`src/rtl/bit_serial_pkg.sv`:
```
// Shared types for the bit-serial datapath core: opcodes, FSM states and
// the carry seed used for subtraction.
package bit_serial_pkg;

    typedef enum logic [2:0] {
        NOP   = 3'b000,
        LOAD  = 3'b001,
        ADD   = 3'b010,
        SUB   = 3'b011,
        STORE = 3'b100,
        MOVA  = 3'b101,
        CLR   = 3'b110,
        RSVD  = 3'b111
    } opcode_t;

    typedef enum logic [1:0] {
        IDLE  = 2'd0,
        SHIFT = 2'd1,
        DONE  = 2'd2
    } state_t;

    // Two's-complement subtract: acc + ~rd + 1, the +1 comes in as carry.
    localparam logic CARRY_INIT_SUB = 1'b1;

endpackage

```
`src/rtl/bs_shift_reg.sv`:
```
// One WIDTH-bit serial register. Shift takes a new bit into the MSB and
// drops the LSB; rotate feeds the LSB back into the MSB so the contents
// return to their original value after WIDTH rotations. Shift wins.
module bs_shift_reg #(
    parameter int WIDTH = 8
) (
    input  logic             clk,
    input  logic             rst_n,
    input  logic             shift,
    input  logic             rotate,
    input  logic             sin,
    output logic             lsb,
    output logic [WIDTH-1:0] q
);

    // Register update: clear on reset, else shift or rotate right.
    always_ff @(posedge clk or negedge rst_n) begin
        if (!rst_n)
            q <= '0;
        else if (shift)
            q <= {sin, q[WIDTH-1:1]};
        else if (rotate)
            q <= {q[0], q[WIDTH-1:1]};
    end

    assign lsb = q[0];

endmodule

```
`src/rtl/bit_serial_core.sv`:
```
// Bit-serial datapath core: NREGS general registers plus an accumulator,
// one full adder processing operands LSB-first over WIDTH cycles.
// Optional feature macro: BIT_SERIAL_FLAGS_EN builds the carry/overflow
// flag registers; without it o_carry and o_ovf are tied low.
module bit_serial_core
    import bit_serial_pkg::*;
#(
    parameter  int WIDTH = 8,
    parameter  int NREGS = 4,
    localparam int AW    = $clog2(NREGS)
) (
    input  logic             i_clk,
    input  logic             i_rst,
    input  logic [AW+2:0]    i_instr,
    input  logic [WIDTH-1:0] i_data_switch,
    input  logic             i_start,
    input  logic [AW-1:0]    i_view_sel,
    output logic             o_busy,
    output logic             o_done,
    output logic             o_con_pcincr,
    output logic [WIDTH-1:0] o_acc,
    output logic [WIDTH-1:0] o_view,
    output logic             o_carry,
    output logic             o_ovf
);

    localparam int CW = $clog2(WIDTH);

    state_t                      state, state_nx;
    opcode_t                     op_q;
    logic [AW-1:0]               rd_q;
    logic [WIDTH-1:0]            sw_q;
    logic [CW-1:0]               cnt;
    logic                        c_ff;

    opcode_t                     op_in;
    logic                        rd_ok, op_real, accept, last;

    logic [NREGS-1:0]            reg_shift, reg_rot, reg_lsb;
    logic [NREGS-1:0][WIDTH-1:0] reg_q;
    logic                        reg_sin;
    logic                        acc_shift, acc_rot, acc_sin, acc_lsb;
    logic [WIDTH-1:0]            acc_q;
    logic                        rd_bit, b_bit, sum, cout;

    assign op_in   = opcode_t'(i_instr[AW+2:AW]);
    assign rd_ok   = int'(i_instr[AW-1:0]) < NREGS;
    assign op_real = !(op_in inside {NOP, RSVD});
    assign accept  = (state == IDLE) && i_start;
    assign last    = (cnt == CW'(WIDTH - 1));

    // State register.
    always_ff @(posedge i_clk or negedge i_rst) begin
        if (!i_rst)
            state <= IDLE;
        else
            state <= state_nx;
    end

    // Next state and handshake outputs; no-op requests go straight to DONE.
    always_comb begin
        state_nx = state;
        o_busy   = 1'b0;
        o_done   = 1'b0;
        case (state)
            IDLE:  if (i_start) state_nx = (op_real && rd_ok) ? SHIFT : DONE;
            SHIFT: begin
                o_busy = 1'b1;
                if (last) state_nx = DONE;
            end
            DONE: begin
                o_busy   = 1'b1;
                o_done   = 1'b1;
                state_nx = IDLE;
            end
            default: state_nx = IDLE;
        endcase
    end

    assign o_con_pcincr = o_done;

    // Latch the instruction at accept, then run the bit counter and carry.
    always_ff @(posedge i_clk or negedge i_rst) begin
        if (!i_rst) begin
            op_q <= NOP;
            rd_q <= '0;
            sw_q <= '0;
            cnt  <= '0;
            c_ff <= 1'b0;
        end else if (accept) begin
            op_q <= op_in;
            rd_q <= i_instr[AW-1:0];
            sw_q <= i_data_switch;
            cnt  <= '0;
            c_ff <= (op_in == SUB) ? CARRY_INIT_SUB : 1'b0;
        end else if (state == SHIFT) begin
            cnt  <= last ? '0 : cnt + CW'(1);
            c_ff <= cout;
        end
    end

    // Serial full adder; b is inverted for subtraction.
    assign rd_bit = reg_lsb[rd_q];
    assign b_bit  = rd_bit ^ (op_q == SUB);
    assign sum    = acc_lsb ^ b_bit ^ c_ff;
    assign cout   = (acc_lsb & b_bit) | (acc_lsb & c_ff) | (b_bit & c_ff);

    // Per-cycle routing: the destination shifts, a source register rotates.
    always_comb begin
        reg_shift = '0;
        reg_rot   = '0;
        acc_shift = 1'b0;
        acc_rot   = 1'b0;
        acc_sin   = 1'b0;
        reg_sin   = (op_q == LOAD) ? sw_q[cnt] : acc_lsb;
        if (state == SHIFT) begin
            case (op_q)
                LOAD:  reg_shift[rd_q] = 1'b1;
                ADD, SUB: begin
                    acc_shift     = 1'b1;
                    acc_sin       = sum;
                    reg_rot[rd_q] = 1'b1;
                end
                STORE: begin
                    reg_shift[rd_q] = 1'b1;
                    acc_rot         = 1'b1;
                end
                MOVA: begin
                    acc_shift     = 1'b1;
                    acc_sin       = rd_bit;
                    reg_rot[rd_q] = 1'b1;
                end
                CLR:   acc_shift = 1'b1;
                default: ;
            endcase
        end
    end

    for (genvar g = 0; g < NREGS; g++) begin : g_reg
        bs_shift_reg #(.WIDTH(WIDTH)) u_reg (
            .clk    (i_clk),
            .rst_n  (i_rst),
            .shift  (reg_shift[g]),
            .rotate (reg_rot[g]),
            .sin    (reg_sin),
            .lsb    (reg_lsb[g]),
            .q      (reg_q[g])
        );
    end

    bs_shift_reg #(.WIDTH(WIDTH)) u_acc (
        .clk    (i_clk),
        .rst_n  (i_rst),
        .shift  (acc_shift),
        .rotate (acc_rot),
        .sin    (acc_sin),
        .lsb    (acc_lsb),
        .q      (acc_q)
    );

    assign o_acc = acc_q;

    // Register view port; out-of-range selects read as zero.
    always_comb begin
        o_view = '0;
        if (int'(i_view_sel) < NREGS) o_view = reg_q[i_view_sel];
    end

`ifdef BIT_SERIAL_FLAGS_EN
    logic carry_flag, ovf_flag;

    // Flags capture on the final ADD/SUB bit; CLR clears them.
    always_ff @(posedge i_clk or negedge i_rst) begin
        if (!i_rst) begin
            carry_flag <= 1'b0;
            ovf_flag   <= 1'b0;
        end else if (state == SHIFT && last) begin
            if (op_q inside {ADD, SUB}) begin
                carry_flag <= cout;
                ovf_flag   <= c_ff ^ cout;
            end else if (op_q == CLR) begin
                carry_flag <= 1'b0;
                ovf_flag   <= 1'b0;
            end
        end
    end

    assign o_carry = carry_flag;
    assign o_ovf   = ovf_flag;
`else
    assign o_carry = 1'b0;
    assign o_ovf   = 1'b0;
`endif

endmodule

```
`config.mk`:
```
export PLATFORM = sky130hd
export DESIGN_NAME = bit_serial_core
export DESIGN_NICKNAME = d
export VERILOG_FILES = /design/src/rtl/bit_serial_pkg.sv /design/src/rtl/bs_shift_reg.sv /design/src/rtl/bit_serial_core.sv
export SDC_FILE = /design/constraint.sdc
export NUM_CORES = 1
export LEC_CHECK = 0
export BUFFER_PORTS_ARGS = -buffer_cell sky130_fd_sc_hd__buf_2
export CORE_MARGIN = 8
export CORE_UTILIZATION = 25
export CTS_BUF_LIST = sky130_fd_sc_hd__clkbuf_16
export CTS_CLUSTER_DIAMETER = 80
export CTS_CLUSTER_SIZE = 10
export DETAILED_ROUTE_END_ITERATION = 7
export HOLD_SLACK_MARGIN = 0.05
export PLACE_DENSITY = 0.52
export SYNTH_ARGS = -nofsm -noshare
export SYNTH_HDL_FRONTEND = slang
export SYNTH_SLANG_ARGS = --single-unit
```
`constraint.sdc`:
```
create_clock -name i_clk -period 2.13 [get_ports i_clk]
set_input_delay 0.3195 -clock i_clk [delete_from_list [all_inputs] [get_ports i_clk]]
set_output_delay 0.3195 -clock i_clk [all_outputs]
set_load 0.02 [all_outputs]
```
## Yosys cells after proc, flatten, opt, wreduce, memory -nomap -nowiden

Index checks and enable logic that the tools add are counted.

- Flip-flop bits (word level): 59
- Bits of input ports: 18
- Output and inout port bits: 21
- Logic and storage cells: 95

- $add $sub $neg: 1
- $lt $le $gt $ge: 4
- Equality and inequality tests: 13
- Mux-type cells: 41
- Bitwise logic cells: 8
- Reduce and logical (&&, ||, !) cells: 17

Operator list:

| cell | count |
|---|---|
| $mux 8 | 11 |
| $bmux 8 s2 | 1 |
| $mux 4 | 4 |
| $eq 3x3->1 const B | 5 |
| $mux 1 | 14 |
| $reduce_bool 2->1 | 7 |
| $eq 3x2->1 const B | 3 |
| $mux 3 | 3 |
| $lt 2x3->1 const B | 2 |
| $mux 2 | 3 |
| $reduce_or 2->1 | 3 |
| $lt 3x4->1 const B | 1 |
| $ne 2x2->1 const B | 2 |
| $pmux 2 s2 | 1 |
| $reduce_or 4->1 | 1 |
| $add 3x1->3 const B | 1 |
| $and 1x1->1 | 3 |
| $bmux 1 s3 | 1 |
| $eq 3x1->1 const B | 1 |
| $logic_not 3->1 | 1 |
| $reduce_or 3->1 | 1 |
| $xor 1x1->1 | 3 |
| $bmux 1 s2 | 1 |
| $demux 1 s2 | 1 |
| 8 further kinds | 10 |

## Depth between registers and ports, before layout

Gate-level depths: netlist of the first run.

- Depth after elaboration: 8
- Depth in mapped cells: 8
- Gate-level depth less buffers: 7

## Cells and area by module

Synthesis of the first run repeated with hierarchy kept, for this count alone.

- Cells, all modules: 214
- Area, all modules: 2925.3 sq um

By module, submodules not included:

| module | instances | cells each | area each (sq um) | sequential area each (sq um) |
|---|---|---|---|---|
| bs_shift_reg | 5 | 20 | 316.6 | 200.2 |
| bit_serial_core | 1 | 114 | 1342.5 | 475.5 |

## Worst setup path after synthesis of the first run

OpenSTA, ideal clock, no wires.

- Path type: reg2reg
- From: register rd_q[0]
- To: register u_acc.q[7]
- Setup time: 0.121 ns
- Arrival time: 1.810 ns
- Data required time: 2.009 ns
- Setup slack: 0.199 ns
- Stages on the path, launching flop included: 7
- Buffers on the path: 0
- Period minus slack after synthesis: 1.931 ns
- Cells stage by stage: dfrtp_1 mux4_2 xnor2_1 fa_1 nand2_1 o32ai_1 a22o_1

- Longest elaborated chain between the ends: 8

Ends and longest elaborated chain:

| what | line | text |
|---|---|---|
| from (decl) | bit_serial_core.sv:31 | `logic [AW-1:0] rd_q;` |
| from (signal assigned) | bit_serial_core.sv:92 | `rd_q <= i_instr[AW-1:0];` |
| $bmux 1 s2 (*) | bit_serial_core.sv:103 | `assign rd_bit = reg_lsb[rd_q];` |
| $mux 1 (implied by the code) (*) | bit_serial_core.sv:103 |  |
| $xor 1x1->1 | bit_serial_core.sv:104 | `assign b_bit = rd_bit ^ (op_q == SUB);` |
| $xor 1x1->1 (2 in series) | bit_serial_core.sv:105 | `assign sum = acc_lsb ^ b_bit ^ c_ff;` |
| $pmux 1 s2 (*) | bit_serial_core.sv:117 | `case (op_q)` |
| $mux 1 (*) | bit_serial_core.sv:116 | `if (state == SHIFT) begin` |
| $mux 8 (*) | bs_shift_reg.sv:20 | `else if (shift)` |
| to (signal assigned) | bs_shift_reg.sv:21 | `q <= {sin, q[WIDTH-1:1]};` |
| to (signal assigned) | bs_shift_reg.sv:23 | `q <= {q[0], q[WIDTH-1:1]};` |
| to (decl) | bs_shift_reg.sv:13 | `output logic [WIDTH-1:0] q` |

Mark *: on every way between the ends. The rest lies on a longest branch, timed or not. The select of a mux whose other input is x is not followed.
A chain may end at the register's enable or synchronous reset.

## Final worst setup path of the first run

Ends and elaborated chain as after synthesis.

==> flow_summary.yaml, run 1 <==
logic_synthesis:
  ys_seq_elements: 59
  synth_cell_types: 37
  synthCells: 231
  synth_area_um2: 2910
  synth_area_leaders: "dfrtp_1 51%, mux2_2 14%, mux4_2 7.0%, nand2_1 5.5%, ha_1 2.1%"
  synth_top_cell_by_area: "dfrtp_1"
  ys_seq_area_share_pct: 50.7
  synth_top_area_share_pct: 50.7
  postSynthAreaPerCell_um2: 12.6
  yosys_warnings: 0
placed_design:
  gp_congestion: 0.768
  place_hpwl_um: 4360
  io_buffer_count: 36
  dpl_cell_area_um2: 3240
  dp_cells: 403
worst_setup_path:
  r2r_start: "rd_q[0]"
  reg2regPathDepth: 6
  crit_path_start: "rd_q[0]"
  critPathCaptureType: "register"
  critical_path_required_ns: 2.34
  critPathKind: "reg -> reg"
  crit_arrival_ns: 2.23
  crit_fanout: 4
  start_kind: "register"
clock_tree:
  clkSlewWorstSetupHoldPaths_ns: 0.05
  cts_setup_buffers: 0
  htree_levels: 3
  cts_made_buffers: 9
  cts-root-buf: "clkbuf_16"
  insertion_delay_ns: 0.32
  cts_tree: "built"
  clockBufferDepth: 2
  cts_sinks: 59
global_route:
  grt_antenna_before_repair: 0
  grt_pass1_vias: 1995
  grt_pass1_wl_um: 10200
  overflow: 0
  grt_max_degree: 60
  grt_usage_pct: 8.69
drt:
  avgRoutedWirePerCell_um: 14.7
  drt_pass1_iterations: 4
  vias: 1875
  wl_um: 6160
  drc: 0
  ant_nets: 0
  initialDrtViolationCount: 46
  post_drt_via_cell_ratio: 4.46
floorplan:
  die_h_um: 124
  row_count: 39
  die_w_um: 124
  core_area_um2: 11400
  ios: 39
  die_area_um2: 15400
  start_util_pct: 25.6
timing:
  fin_crit_sh_pct: 94.7
  fin_crit_ns: 2.02
  clock.fmax_ghz: 0.496
  tns_ns: 0
  finalMaxSlewViolations: 0
  grt_setup_unrepaired: "no"
  finClkSkew_ns: 0.00653
  setup_viol: 0
  hold_violations: 0
status:
  status: "completed"
layout:
  layout_commonest_cell: "dfrtp_1"
  final_nets: 296
  final_cell_mix: "59 x dfrtp_1, 43 x nand2_1, 36 x mux2_2, 36 x buf_2"
  finalInstanceArea_um2: 3580
  drive_gt1_share_pct: 40.1
  final_cells: 420
  synthToLayoutAreaGrowth_pct: 22.9
  nFillCells: 1135
  diodes: 0
worst_hold_path:
  hold_depth: 3
  worst_hold_startpoint: "i_data_switch[3]"
  hp-class: "in -> reg"
job:
  drv_cap: 0
power:
  peakVddDrop_mv: 0.549
  leakage_nw: 1.77
  power_mw: 4.88
  power.density_nw_per_um2: 1360
==> final cells by class <==
| class | count | area (um^2) | area share (%) |
|---|---|---|---|
| Inverter | 4 | 15.0 | 0.419 |
| Sequential cell | 59 | 1480 | 41.2 |
| Multi-Input combinational cell | 153 | 1330 | 37.1 |
| Clock buffer | 9 | 225 | 6.29 |
| Clock inverter | 7 | 92.6 | 2.59 |
| Timing Repair Buffer | 45 | 263 | 7.34 |
| Tap cell | 143 | 179 | 5.00 |
==> power breakdown <==
part / internal (mW) / switching, mW / total [mW]
combinational: 0.747 / 0.855 / 1.60
sequential: 1.46 / 0.295 / 1.75
clock: 1.02 / 0.507 / 1.52
==> state kept, by name, indices dropped and copies added, names as in the netlist <==
| signal | count |
|---|---|
| c_ff | 1 |
| cnt | 3 |
| g.u_reg.q | 32 |
| op_q | 3 |
| rd_q | 2 |
| state | 2 |
| sw_q | 8 |
| u_acc.q | 8 |
==> per-stage QoR <==
stage / hold slack, ns / setup slack [ns] / util, %
after detailed placement: 0.353 / 0.0862 / 28.5
after floorplan: 0.0239 / 0.199 / -
after global routing: 0.176 / 0.00581 / 31.5
after CTS: 0.168 / 0.0588 / 31.4
final: 0.179 / 0.112 / 31.5
after global placement: 0.348 / 0.117 / 28.5
==> layer usage <==
| layer | routed length [um] | GRT usage, % |
|---|---|---|
| met3 | 180 | 2.99 |
| met5 | 0 | 0 |
| met2 | 3140 | 13.7 |
| met4 | 84 | 4.24 |
| met1 | 2760 | 10.4 |
==> critical path, cell delays in order (launching register included) <==
cell     delay (ns)
dfrtp_1        0.40
mux4_2         0.56
xnor2_2        0.16
fa_1           0.43
nand2_1        0.09
o32ai_2        0.08
a22o_1         0.19
==> what timing repair did <==
item | 4_1_cts | 5_1_grt
hold buffers | 1 | 0
hold endpoints to repair | 59 | 0
setup endpoints to repair | 0 | 1
gates resized for setup | 0 | 2
==> cells by family (layout without fill, tap and decap cells) <==
| group | count (synthesis) | count (layout) | share of synthesized area (%) |
|---|---|---|---|
| xor+xnor | 2 | 2 | 0.602 |
| other cells | 1 | 2 | 0.129 |
| fa+ha+maj | 6 | 6 | 2.84 |
| mux | 52 | 52 | 24.4 |
| flops | 59 | 59 | 50.7 |
| compound gates | 18 | 18 | 4.47 |
| simple gates | 73 | 73 | 12.5 |
| buf+inv | 20 | 65 | 4.30 |
==> path summary, 6_finish.rpt <==
path	end	slack, ns
max in group asynchronous	op_q[0]	1.34
min	sw_q[3]	0.18
max reg2reg	u_acc.q[7]	0.11
min reg2reg	sw_q[3]	0.47
min in group asynchronous	g_reg[0].u_reg.q[3]	0.52
max	u_acc.q[7]	0.11
==> synthesized netlist by cell type <==
library cell  instances
fa_1                  1
nor2_1                9
and4b_1               2
o21ai_0               2
a21oi_1               3
buf_4                 4
o32ai_1               1
nand2_1              43
a31oi_2               1
nand3_1               3
o21bai_1              2
mux4_1                2
conb_1                1
clkbuf_1              4
dfrtp_1              59
a22o_1                3
mux2i_1               5
ha_1                  5
a31oi_1               2
xnor2_1               2
nand2b_1              2
mux4_2                9
o22ai_1               2
and3b_1               1
nor3_1                1
or3_4                 1
nor2b_1               4
inv_1                 4
buf_6                 4
a221oi_1              2
and2_1                2
buf_2                 4
or3_1                 1
mux2_2               36
nand4_2               2
nor4_4                1
nor3b_1               1
No activity file was read; power rests on OpenSTA's default activity.
==> inputs of run 2 (changes only) <==
--- a/config.mk
+++ b/config.mk
@@ -7,13 +7,13 @@
 export LEC_CHECK = 0
 export BUFFER_PORTS_ARGS = -buffer_cell sky130_fd_sc_hd__buf_2
 export CORE_MARGIN = 8
-export CORE_UTILIZATION = 25
+export CORE_UTILIZATION = 40
 export CTS_BUF_LIST = sky130_fd_sc_hd__clkbuf_16
 export CTS_CLUSTER_DIAMETER = 80
 export CTS_CLUSTER_SIZE = 10
 export DETAILED_ROUTE_END_ITERATION = 7
 export HOLD_SLACK_MARGIN = 0.05
-export PLACE_DENSITY = 0.52
+export PLACE_DENSITY = 0.7
 export SYNTH_ARGS = -nofsm -noshare
 export SYNTH_HDL_FRONTEND = slang
 export SYNTH_SLANG_ARGS = --single-unit
==> flow_summary.yaml, run 2 (synthesis gave the netlist of run 1 again) <==
floorplan:
  row_count: 31
  core_area_um2: 7140
  die_area_um2: 10300
  ios: 39
  die_h_um: 101
  die_w_um: 101
  start_util_pct: 40.8
worst_setup_path:
  cp_num_buf_inv: 0
  r2r_start: "rd_q[0]"
  cp_cell_sequence: "mux4_2 > xnor2_2 > fa_1 > nand2_1 > o32ai_1 > a22o_1"
  crit_fanout: 4
  cp.depth: 6
  critical_path_required_ns: 2.34
  critical-path-max-stage-delay_ns: 0.57
  path_delay_family: "multiplexers"
  start_kind: "register"
  critPathCaptureType: "register"
  reg2regPathDepth: 6
  critPathKind: "reg -> reg"
  rrSetupSlack_ns: 0.14
  slowest_stage: "mux4_2"
  crit_arrival_ns: 2.20
  timing.rr.end: "u_acc.q[7]"
global_route:
  grt_max_degree: 33
  overflow: 0
  grt_pass1_vias: 1992
  grt_usage_pct: 12.2
  grt_pass1_wl_um: 9430
  grt_antenna_before_repair: 0
drt:
  vias: 1853
  post_drt_via_cell_ratio: 4.92
  initialDrtViolationCount: 38
  wl_um: 5600
  ant_nets: 0
  drt_pass1_iterations: 4
  avgRoutedWirePerCell_um: 14.9
  drc: 0
power:
  power.density_nw_per_um2: 1370
  power_mw: 4.81
  leakage_nw: 1.77
  peakVddDrop_mv: 0.602
timing:
  tightest_slew_ns: 0.496
  tns_ns: 0
  hold_violations: 0
  finClkSkew_ns: 0.00789
  clock.fmax_ghz: 0.502
  grt_setup_unrepaired: "no"
  finalMaxSlewViolations: 0
  fin_crit_ns: 1.99
  fin_crit_sh_pct: 93.5
  max_slew_margin_pct: 66.8
  setup_viol: 0
layout:
  final_nets: 297
  final_cells: 377
  final_cell_mix: "59 x dfrtp_1, 43 x nand2_1, 36 x mux2_2, 36 x buf_2"
  layout_commonest_cell: "dfrtp_1"
  top_register: "g.u_reg.q"
  largest_reg_flops: 32
  synthToLayoutAreaGrowth_pct: 20.3
  drive_gt1_share_pct: 39.2
  final_core_util_pct: 49.1
  diodes: 0
  top_regs: "g.u_reg.q: 32 flops, sw_q: 8 flops, u_acc.q: 8 flops"
placed_design:
  gp_congestion: 0.807
  io_buffer_count: 36
  place_hpwl_um: 4110
  dp_cells: 360
clock_tree:
  cts_tree: "built"
  cts-root-buf: "clkbuf_16"
  cts_made_buffers: 9
  insertion_delay_ns: 0.32
  cts_setup_buffers: 0
  clkSlewWorstSetupHoldPaths_ns: 0.05
  htree_levels: 3
  clockBufferDepth: 2
  cts_sinks: 59
job:
  drv_cap: 0
worst_hold_path:
  min_to: "sw_q[6]"
  hp-class: "in -> reg"
  hold_depth: 3
  worst_hold_startpoint: "i_data_switch[6]"
status:
  status: "completed"
[run 2: changes by cell type in the layout (fill, tap and decap cells not counted)]
| cell | change |
|---|---|
| buf_12 | -1 |
| buf_4 | +2 |
| clkinv_1 | +1 |
| clkinv_4 | -1 |
| clkinvlp_4 | -1 |
| inv_1 | +1 |
| o32ai_1 | +1 |
| o32ai_2 | -1 |
[run 2: worst min-delay path, cell delays in order]
cell and delay [ns]:
buf_2 0.07, nand2_1 0.04, nand2_1 0.04
[run 2: worst max path at each step]
stage,start,to
6_report,rd_q[0],u_acc.q[7]
5_1_grt,state[1],g_reg[0].u_reg.q[0]
4_1_cts,rd_q[0],u_acc.q[7]
3_5_place_dp,rd_q[0],u_acc.q[7]
3_3_place_gp,rd_q[0],u_acc.q[7]
2_1_floorplan,rd_q[0],u_acc.q[7]
[run 2: through the flow]
stage	setup slack, ns	hold slack [ns]	instance area [um^2]
floorplan	0.199	0.0239	2920
global placement	0.147	0.349	3180
detailed placement	0.117	0.354	3180
CTS	0.112	0.173	3500
global route	0.0349	0.186	3500
finish	0.139	0.184	3500
[run 2: area by class of cell]
type / instances / area (um^2)
clock inverters: 7 / 83.8
multi-input cells: 153 / 1320
fillers: 667 / 3630
repair buffers: 46 / 258
inverters: 4 / 15.0
flip-flops and latches: 59 / 1480
well taps: 99 / 124
clock buffers: 9 / 225
[run 2: report_power, final]
part / switching, mW / internal (mW)
Combinational: 0.858 / 0.743
Clock: 0.478 / 1.01
Sequential: 0.268 / 1.46
Total: 1.60 / 3.21
[run 2: what timing repair did]
item / CTS / global route
gates resized for setup: 0 / 1
hold endpoints to repair: 59 / 0
hold buffers: 1 / 0
setup endpoints to repair: 0 / 1
[run 2: routing by layer]
layer | share of wire, % | track usage (%) | up-vias
met3 | 4.0 | 4.54 | 9
met1 | 44 | 13.3 | 916
met5 | 0 | 0 | -
met4 | 1.4 | 6.19 | 0
li1 | - | - | 897
met2 | 51 | 20.2 | 31
==> inputs of run 3 (changes only) <==
--- a/config.mk
+++ b/config.mk
@@ -13,7 +13,7 @@
 export CTS_CLUSTER_SIZE = 10
 export DETAILED_ROUTE_END_ITERATION = 7
 export HOLD_SLACK_MARGIN = 0.05
-export PLACE_DENSITY = 0.7
+export PLACE_DENSITY = 0.69
 export SYNTH_ARGS = -nofsm -noshare
 export SYNTH_HDL_FRONTEND = slang
 export SYNTH_SLANG_ARGS = --single-unit
==> flow_summary.yaml, run 3 (synthesis gave the netlist of run 1 again) <==
status:
  status: "completed"
layout:
  diodes: 0
  multi_input_area_um2: 1320
  final_nets: 297
  synthToLayoutAreaGrowth_pct: 20.5
  layout_commonest_cell: "dfrtp_1"
  drive_gt1_share_pct: 39.6
  final_cell_mix: "59 x dfrtp_1, 43 x nand2_1, 36 x mux2_2, 36 x buf_2"
  finalInstanceArea_um2: 3510
  top_regs: "g.u_reg.q: 32 flops, sw_q: 8 flops, u_acc.q: 8 flops"
  largest_reg_flops: 32
  nFillCells: 671
  top_register: "g.u_reg.q"
  regArea_um2: 1480
worst_hold_path:
  hold_depth: 3
  worst_hold_startpoint: "i_data_switch[5]"
  min_to: "sw_q[5]"
  hp-class: "in -> reg"
placed_design:
  place_hpwl_um: 4050
  io_buffer_count: 36
  pre_cts_slack_ns: 0.0957
  gp_congestion: 0.781
  dpl_cell_area_um2: 3180
global_route:
  grt_max_degree: 60
  overflow: 0
  grt_usage_pct: 12.6
  grt_antenna_before_repair: 0
  grt_pass1_vias: 2038
  grt_pass1_wl_um: 9790
power:
  leakage_nw: 1.77
  peakVddDrop_mv: 0.803
  power.density_nw_per_um2: 1390
  power_mw: 4.86
timing:
  setup_viol: 0
  finalMaxSlewViolations: 0
  finClkSkew_ns: 0.00632
  grt_setup_unrepaired: "no"
  hold_slack_ns: 0.180
  fin_crit_ns: 2.00
  hold_violations: 0
  clock.fmax_ghz: 0.499
  fin_crit_sh_pct: 94.1
  finalWorstSetupSlack_ns: 0.126
  tns_ns: 0
clock_tree:
  insertion_delay_ns: 0.33
  clockBufferDepth: 2
  clkSlewWorstSetupHoldPaths_ns: 0.05
  cts_tree: "built"
  cts_made_buffers: 9
  cts-root-buf: "clkbuf_16"
  htree_levels: 3
  cts_sinks: 59
floorplan:
  die_w_um: 101
  die_area_um2: 10300
  die_h_um: 101
  core_area_um2: 7140
  start_util_pct: 40.8
  ios: 39
  row_count: 31
worst_setup_path:
  timing.rr.end: "u_acc.q[7]"
  critical_path_required_ns: 2.34
  crit_fanout: 2
  critPathKind: "reg -> reg"
  critPathCaptureType: "register"
  start_kind: "register"
  r2r_start: "rd_q[0]"
  crit_arrival_ns: 2.21
  rrSetupSlack_ns: 0.13
  reg2regPathDepth: 6
drt:
  initialDrtViolationCount: 44
  avgRoutedWirePerCell_um: 15.5
  ant_nets: 0
  drc: 0
  vias: 1879
  wl_um: 5830
  post_drt_via_cell_ratio: 4.98
  drt_pass1_iterations: 4
job:
  drv_cap: 0
==> run 3: where the power goes <==
| part | switching [mW] | internal (mW) | leakage (nW) | total, mW |
|---|---|---|---|---|
| clock | 0.488 | 1.01 | 0.154 | 1.50 |
| combinational | 0.857 | 0.754 | 0.825 | 1.61 |
| sequential | 0.294 | 1.46 | 0.786 | 1.75 |
| total | 1.64 | 3.22 | 1.77 | 4.86 |
==> run 3: area by class of cell <==
class | instances | area share [%]
well taps | 99 | 3.53
clock inverters | 7 | 2.35
inverters | 4 | 0.428
clock buffers | 9 | 6.42
flip-flops and latches | 59 | 42.1
multi-input cells | 153 | 37.5
repair buffers | 46 | 7.70
==> run 3: per-stage QoR <==
step / utilization [%] / std cells
2_1_floorplan: - / 232
3_3_place_gp: 44.6 / 359
3_5_place_dp: 44.6 / 359
4_1_cts: 49.0 / 376
5_1_grt: 49.2 / 377
6_report: 49.2 / 377
==> run 3: per-layer routing <==
metal / GRT usage [%] / routed length (um) / vias to the layer above
met5: 0 / 0 / -
met4: 6.76 / 102 / 0
met3: 4.54 / 245 / 9
met2: 21.1 / 3040 / 28
met1: 13.7 / 2450 / 943
li1: - / - / 899
==> run 3: how the worst max path moves through the flow <==
stage                  from    endpoint  slack (ns)  cells after the start
floorplan           rd_q[0]  u_acc.q[7]        0.20                      6
global placement    rd_q[0]  u_acc.q[7]        0.14                      6
detailed placement  rd_q[0]  u_acc.q[7]         0.1                      6
CTS                 rd_q[0]  u_acc.q[7]        0.08                      6
global route        rd_q[0]  u_acc.q[7]        0.04                      6
finish              rd_q[0]  u_acc.q[7]        0.13                      6
==> run 3: critical path, cell delays in order (launching register included) <==
cell and delay [ns]:
dfrtp_1 0.37, mux4_2 0.54, xnor2_1 0.21, fa_1 0.43, nand2_1 0.07, o32ai_1 0.07
a22o_1 0.19
==> run 3: repair_timing <==
action,4_1_cts,5_1_grt
setup endpoints to repair,0,2
endpoints found under the hold margin,59,0
gates resized for setup,0,1
hold buffers,1,0
setup buffers,0,1
